**src/rtl/fpu_pkg.sv**
```systemverilog
// fpu_pkg: FP32 width and elaboration helpers shared by FPU units
package fpu_pkg;
    localparam int FP32_W = 32;
    function automatic int clog2(input int n);
        int r = 0;
        while ((1 << r) < n) r++;
        return r;
    endfunction
endpackage

```
**src/rtl/rr_arbiter.sv**
```systemverilog
// rr_arbiter: one-hot grant to the first requester at or after ptr, wrapping around
module rr_arbiter #(
    parameter int N = 2,
    parameter int IW = 1
) (
    input  logic [N-1:0]  req,
    input  logic [IW-1:0] ptr,
    output logic [N-1:0]  gnt,
    output logic [IW-1:0] idx
);
    always_comb begin
        idx = '0;
        for (int k = N - 1; k >= 0; k--)
            if (req[(int'(ptr) + k) % N]) idx = IW'((int'(ptr) + k) % N);
        gnt = '0;
        if (|req) gnt[idx] = 1'b1;
    end
endmodule

```
**src/rtl/fp_mult_arbiter.sv**
```systemverilog
// fp_mult_arbiter: shares one pipelined FP32 multiplier among requesters; FP_MULT_ARB_FIXED_PRIO_EN selects fixed priority
module fp_mult_arbiter
    import fpu_pkg::*;
#(
    parameter int NUM_REQ = 2,
    parameter int TAG_W = 4,
    parameter int MULT_LAT = 1
) (
    input  logic                       clk,
    input  logic                       rst_n,
    input  logic [NUM_REQ-1:0]         req_valid,
    output logic [NUM_REQ-1:0]         req_ready,
    input  logic [NUM_REQ*FP32_W-1:0]  req_a,
    input  logic [NUM_REQ*FP32_W-1:0]  req_b,
    input  logic [NUM_REQ*TAG_W-1:0]   req_tag,
    output logic [NUM_REQ-1:0]         resp_valid,
    input  logic [NUM_REQ-1:0]         resp_ready,
    output logic [NUM_REQ*FP32_W-1:0]  resp_data,
    output logic [NUM_REQ*TAG_W-1:0]   resp_tag,
    output logic [FP32_W-1:0]          mul_a,
    output logic [FP32_W-1:0]          mul_b,
    input  logic [FP32_W-1:0]          mul_res
);
    localparam int ID_W = NUM_REQ > 1 ? clog2(NUM_REQ) : 1;
    typedef struct packed {
        logic             valid;
        logic [ID_W-1:0]  id;
        logic [TAG_W-1:0] tag;
    } pipe_t;
    logic [NUM_REQ-1:0] busy, gnt, rsp_hs;
    logic [ID_W-1:0] gidx, rr;
    logic issue;
    pipe_t pipe [MULT_LAT];
    pipe_t ex;
    rr_arbiter #(.N(NUM_REQ), .IW(ID_W)) u_arb (
        .req(req_valid & ~busy),
        .ptr(rr),
        .gnt(gnt),
        .idx(gidx)
    );
    always_comb begin
        req_ready = rst_n ? gnt : '0;
        issue = |req_ready;
        mul_a = issue ? req_a[FP32_W*int'(gidx) +: FP32_W] : '0;
        mul_b = issue ? req_b[FP32_W*int'(gidx) +: FP32_W] : '0;
        rsp_hs = resp_valid & resp_ready;
        ex = pipe[MULT_LAT-1];
    end
`ifdef FP_MULT_ARB_FIXED_PRIO_EN
    assign rr = '0;
`else
    always_ff @(posedge clk)
        if (!rst_n) rr <= '0;
        else if (issue) rr <= gidx == ID_W'(NUM_REQ - 1) ? '0 : gidx + 1'b1;
`endif
    always_ff @(posedge clk) begin
        if (!rst_n) begin
            busy <= '0;
            resp_valid <= '0;
            resp_data <= '0;
            resp_tag <= '0;
            for (int k = 0; k < MULT_LAT; k++) pipe[k] <= '0;
        end else begin
            busy <= (busy | req_ready) & ~rsp_hs;
            pipe[0] <= {issue, gidx, req_tag[TAG_W*int'(gidx) +: TAG_W]};
            for (int k = 1; k < MULT_LAT; k++) pipe[k] <= pipe[k-1];
            resp_valid <= resp_valid & ~rsp_hs;
            if (ex.valid) begin
                resp_valid[ex.id] <= 1'b1;
                resp_data[FP32_W*int'(ex.id) +: FP32_W] <= mul_res;
                resp_tag[TAG_W*int'(ex.id) +: TAG_W] <= ex.tag;
            end
        end
    end
    // busy keeps a held result from being overwritten by its owner's next product
    assert property (@(posedge clk) disable iff (!rst_n) !(ex.valid && resp_valid[ex.id]));
endmodule
```
**config.mk**
```make
export PLATFORM = sky130hd
export DESIGN_NAME = fp_mult_arbiter
export DESIGN_NICKNAME = d
export VERILOG_FILES = /design/src/rtl/fpu_pkg.sv /design/src/rtl/rr_arbiter.sv /design/src/rtl/fp_mult_arbiter.sv
export SDC_FILE = /design/constraint.sdc
export NUM_CORES = 1
export LEC_CHECK = 0
export BUFFER_PORTS_ARGS = -buffer_cell sky130_fd_sc_hd__buf_2
export CAP_MARGIN = 5
export CORE_AREA = 5 5 119 121
export CTS_BUF_LIST = sky130_fd_sc_hd__clkbuf_4 sky130_fd_sc_hd__clkbuf_8
export CTS_CLUSTER_DIAMETER = 150
export DETAILED_ROUTE_END_ITERATION = 16
export DIE_AREA = 0 0 124 126
export PLACE_DENSITY = 0.66
export SETUP_SLACK_MARGIN = 0.3
export SYNTH_ARGS = -nofsm -noshare
export SYNTH_HDL_FRONTEND = slang
export SYNTH_SLANG_ARGS = --single-unit
```
**constraint.sdc**
```tcl
create_clock -name clk -period 2 [get_ports clk]
set_input_delay 0.4 -clock clk [delete_from_list [all_inputs] [get_ports clk]]
set_output_delay 0.4 -clock clk [all_outputs]
set_load 0.02 [all_outputs]
```
==> impl_results.md <==
* Number of nets in the layout at 1082
* Kind of path behind the tightest hold check: in2reg
* Number of pins exceeding their max-slew limit in the final report at 0
* Site Rows at 42
* Required arrival time at the worst endpoint at 1.60 ns
* Global-route total usage across every layer at 22.44%
* Signal arrival time at the worst endpoint at 1.80 ns
* Fin worst setup slack at -0.2040 ns
* Sink count of the clock tree at 83
* Via count at 5568
* Post-Syn Area at 4064 sq um
* Count of nets left with antenna violations after detail routing at 0
* Synthesized area per cell at 6.900 sq um
* Endpoints failing setup at 64
* CP Max Fanout at 8
* Leakage at 3.317 nW
* Boundary pin count at 314
* Worst rel slew slack at 72.97%
* Largest net degree at the start of global routing at 81
* Synth cell types at 24
* Drt via density at 5.113
* Power share of the combinational group at 38.4%
* Fin Setup TNS at -9.159 ns
* GR Overflow Total at 0
* Type of element launching the critical path: flop
* Upper clock frequency limit at 0.4537 GHz
* Proportion of netlist area held by the largest area contributor at 40.89%
* Clk_lat worst skew at 0.35 ns
* Net count after synthesis at 763
* Share of post-route cells with drive strength above 1 at 56.03%
* Root buffer cell: sky130_fd_sc_hd__clkbuf_8
* Worst VDD drop at 0.0002653 V
* Final cycle utilization of the critical path at 110.2%
* Clock tree from TritonCTS: done
* PD cells at 631.2 nW/um^2
* Most frequent CP cell: sky130_fd_sc_hd__buf_12
* Type of the worst setup path: reg2out
* Synth-to-Final Area Change at 88.58%
* Biggest cell delay along the critical path at 0.48 ns
* Synth Warn # at 0
* Total Wirelength at 19.99 mm
* Max-cap viol count at 0
* Largest area contributor in the netlist: sky130_fd_sc_hd__dfxtp_1
* Initial Utilization at 31.31%
* Violations in the final reports: negative setup slack
* Starting DRC count in detailed routing at 323
* Cell Chain, Critical Path: or3b_4 > buf_12 > buf_12 > nand3_2 > a21oi_4 > buf_6
* Die Area at 15620 sq um
* Hpwl dp at 13.07 mm
* Fraction of the core area covered by cells at the end of the flow at 59.04%
* Final Critical Period at 2.204 ns
* Net switching power of the design at 0.001635 W
* Horizontal die dimension at 124 um
* Hold-fix buffer count after cts at 0
* Hold violation count in the final report at 0
* Setup repair after global routing missed its margin: yes
* Number of antenna violations at the first check in global routing at 1
* Detailed-route DRC error count at 0
* Max Buffers Root-to-Sink at 2
* Area of the placeable core at 12980 sq um
* Average wire per cell in the routed design at 18.36 um
* Via count of the first global-routing pass at 5240
* Wire length of the first global-routing pass at 27.67 mm
* Clock-pin slew of the registers on the worst-case setup and hold paths at 0.08 ns
* Layout Skew at 0.01099 ns
* Number of clock buffers inserted by TritonCTS at 9
* Clk network pwr share at 24.9%
* Critical-path cell with the highest stage delay: sky130_fd_sc_hd__or3b_4
* Top area cells in the synthesized netlist: sky130_fd_sc_hd__dfxtp_1 41%, sky130_fd_sc_hd__a21oi_1 18%, sky130_fd_sc_hd__nand2_1 13%
* Relative contribution of sequential cells to total power at 36.6%
* Fill cells at 1181
* Final weighted congestion in routability-driven placement at 0.9621
* Flip-flop and latch count after synthesis at 83
* Status: complete, but fails checks
* Total number of H-tree levels at 3
* Sequential-to-total area share from yosys stat at 40.89%
* First-pass iteration count of the detailed router at 4
* Port Buffers at 313
* Post-Synthesis Cells at 589
* Worst Tran Pin Value at 0.4055 ns
* Overall die height at 126 um
* Switching portion of total power at 33.81%
* Internal power contribution at 0.003202 W
* Kind of capture point of the worst setup path: output port
## power by group through the flow
stage / clock [W] / sequential (W) / combinational, W
3_5_place_dp: 0 / 0.00181 / 0.00135
3_3_place_gp: 0 / 0.00181 / 0.00135
6_report: 0.00121 / 0.00177 / 0.00186
4_1_cts: 0.00125 / 0.00177 / 0.00158
5_1_grt: 0.00134 / 0.00178 / 0.00197
2_1_floorplan: 0 / 0.00188 / 0.000738
## cell usage after synthesis (all sizes together)
cell type and instances:
dfxtp 83, buf 26, nand3 68, o211a 1
a211oi 1, nor2b 3, clkbuf 35, a31o 1
nand2 146, and2 1, nor3 2, nand3b 1
a21oi 144, inv 2, o21ai 69, nand2b 4
or3b 1, nor3b 1
## through the flow
stage	hold WS [ns]	total power, W	instances	cell area [sq um]	setup slack (ns)
floorplan	0.4321	0.002620	589	4454	0.2778
global placement	0.4391	0.003153	1047	6296	-0.08320
detailed placement	0.4439	0.003159	1047	6296	-0.09638
CTS	0.2251	0.004599	1076	6962	-0.2227
global route	0.2253	0.005092	1089	7664	-0.2621
finish	0.2419	0.004837	1089	7664	-0.2040
## kinds of logic after synthesis
| kind of cell | Yosys count | share of synthesized area, % |
|---|---|---|
| flip-flops | 83 | 40.89 |
| AO/OA/AOI/OAI | 216 | 26.88 |
| buffers and inverters | 63 | 6.958 |
| AND/OR/NAND/NOR | 227 | 25.28 |
## layout by cell type (no fill, tap or decap), types with 3 or more instances in the layout
cell | synthesis | routed
sky130_fd_sc_hd__a21oi_1 | 144 | 79
sky130_fd_sc_hd__a21oi_2 | 0 | 47
sky130_fd_sc_hd__a21oi_4 | 0 | 18
sky130_fd_sc_hd__buf_12 | 0 | 11
sky130_fd_sc_hd__buf_16 | 0 | 6
sky130_fd_sc_hd__buf_2 | 19 | 251
sky130_fd_sc_hd__buf_4 | 2 | 42
sky130_fd_sc_hd__buf_6 | 2 | 45
sky130_fd_sc_hd__buf_8 | 0 | 5
sky130_fd_sc_hd__clkbuf_16 | 0 | 7
sky130_fd_sc_hd__clkbuf_8 | 0 | 11
sky130_fd_sc_hd__dfxtp_1 | 83 | 80
sky130_fd_sc_hd__nand2_1 | 146 | 146
sky130_fd_sc_hd__nand2b_1 | 4 | 3
sky130_fd_sc_hd__nand3_1 | 58 | 39
sky130_fd_sc_hd__nand3_2 | 10 | 22
sky130_fd_sc_hd__nand3_4 | 0 | 7
sky130_fd_sc_hd__o21ai_0 | 68 | 22
sky130_fd_sc_hd__o21ai_1 | 1 | 25
sky130_fd_sc_hd__o21ai_2 | 0 | 19
sky130_fd_sc_hd__o21ai_4 | 0 | 3
## sequential cells by signal, summed over array words and instances (netlist names)
signal      cells
resp_data      64
resp_tag        8
pipe            6
busy            2
resp_valid      2
rr              1
## routing by layer
metal	vias to the layer above	share of wire, %	GRT usage (%)
li1	2657	-	-
met1	2541	38	28.77
met2	312	48	36.56
met3	58	10	5.247
met4	0	4.0	8.247
met5	-	0	0
## worst max-delay path: cells and delay by family (launching register included)
kind	cells	cell delay [ns]
AOI/OAI and AO/OA	1	0.05
and+or+nand+nor	2	0.56
buffers and inverters	3	0.46
DFF	1	0.37
## path summary, 6_finish.rpt
| kind | from | end | slack, ns | cells after the start |
|---|---|---|---|---|
| max | busy[0]$_SDFF_PN0_ | mul_b[21] | -0.20 | 6 |
| min | resp_ready[1] | busy[1]$_SDFF_PN0_ | 0.24 | 2 |
| max reg2reg | busy[0]$_SDFF_PN0_ | busy[1]$_SDFF_PN0_ | 0.48 | 5 |
| min reg2reg | resp_data[53]$_SDFFE_PN0P_ | resp_data[53]$_SDFFE_PN0P_ | 0.45 | 2 |
## final cells by class
class | count | area, sq um | area share [%]
well taps | 176 | 220.2 | 2.873
multi-input cells | 443 | 2783 | 36.31
inverters | 2 | 7.507 | 0.09796
flip-flops and latches | 83 | 1670 | 21.80
clock inverters | 4 | 50.05 | 0.6531
clock buffers | 11 | 151.4 | 1.976
repair buffers | 369 | 2779 | 36.26
diodes | 1 | 2.502 | 0.03265
## what timing repair did
action                     4_1_cts  5_1_grt
setup endpoints to repair       66       66
resized for setup               65      164
pin swaps                        4       34
setup buffers                    6        4
cloned                           8        8
(Power assumes the default switching activity.)
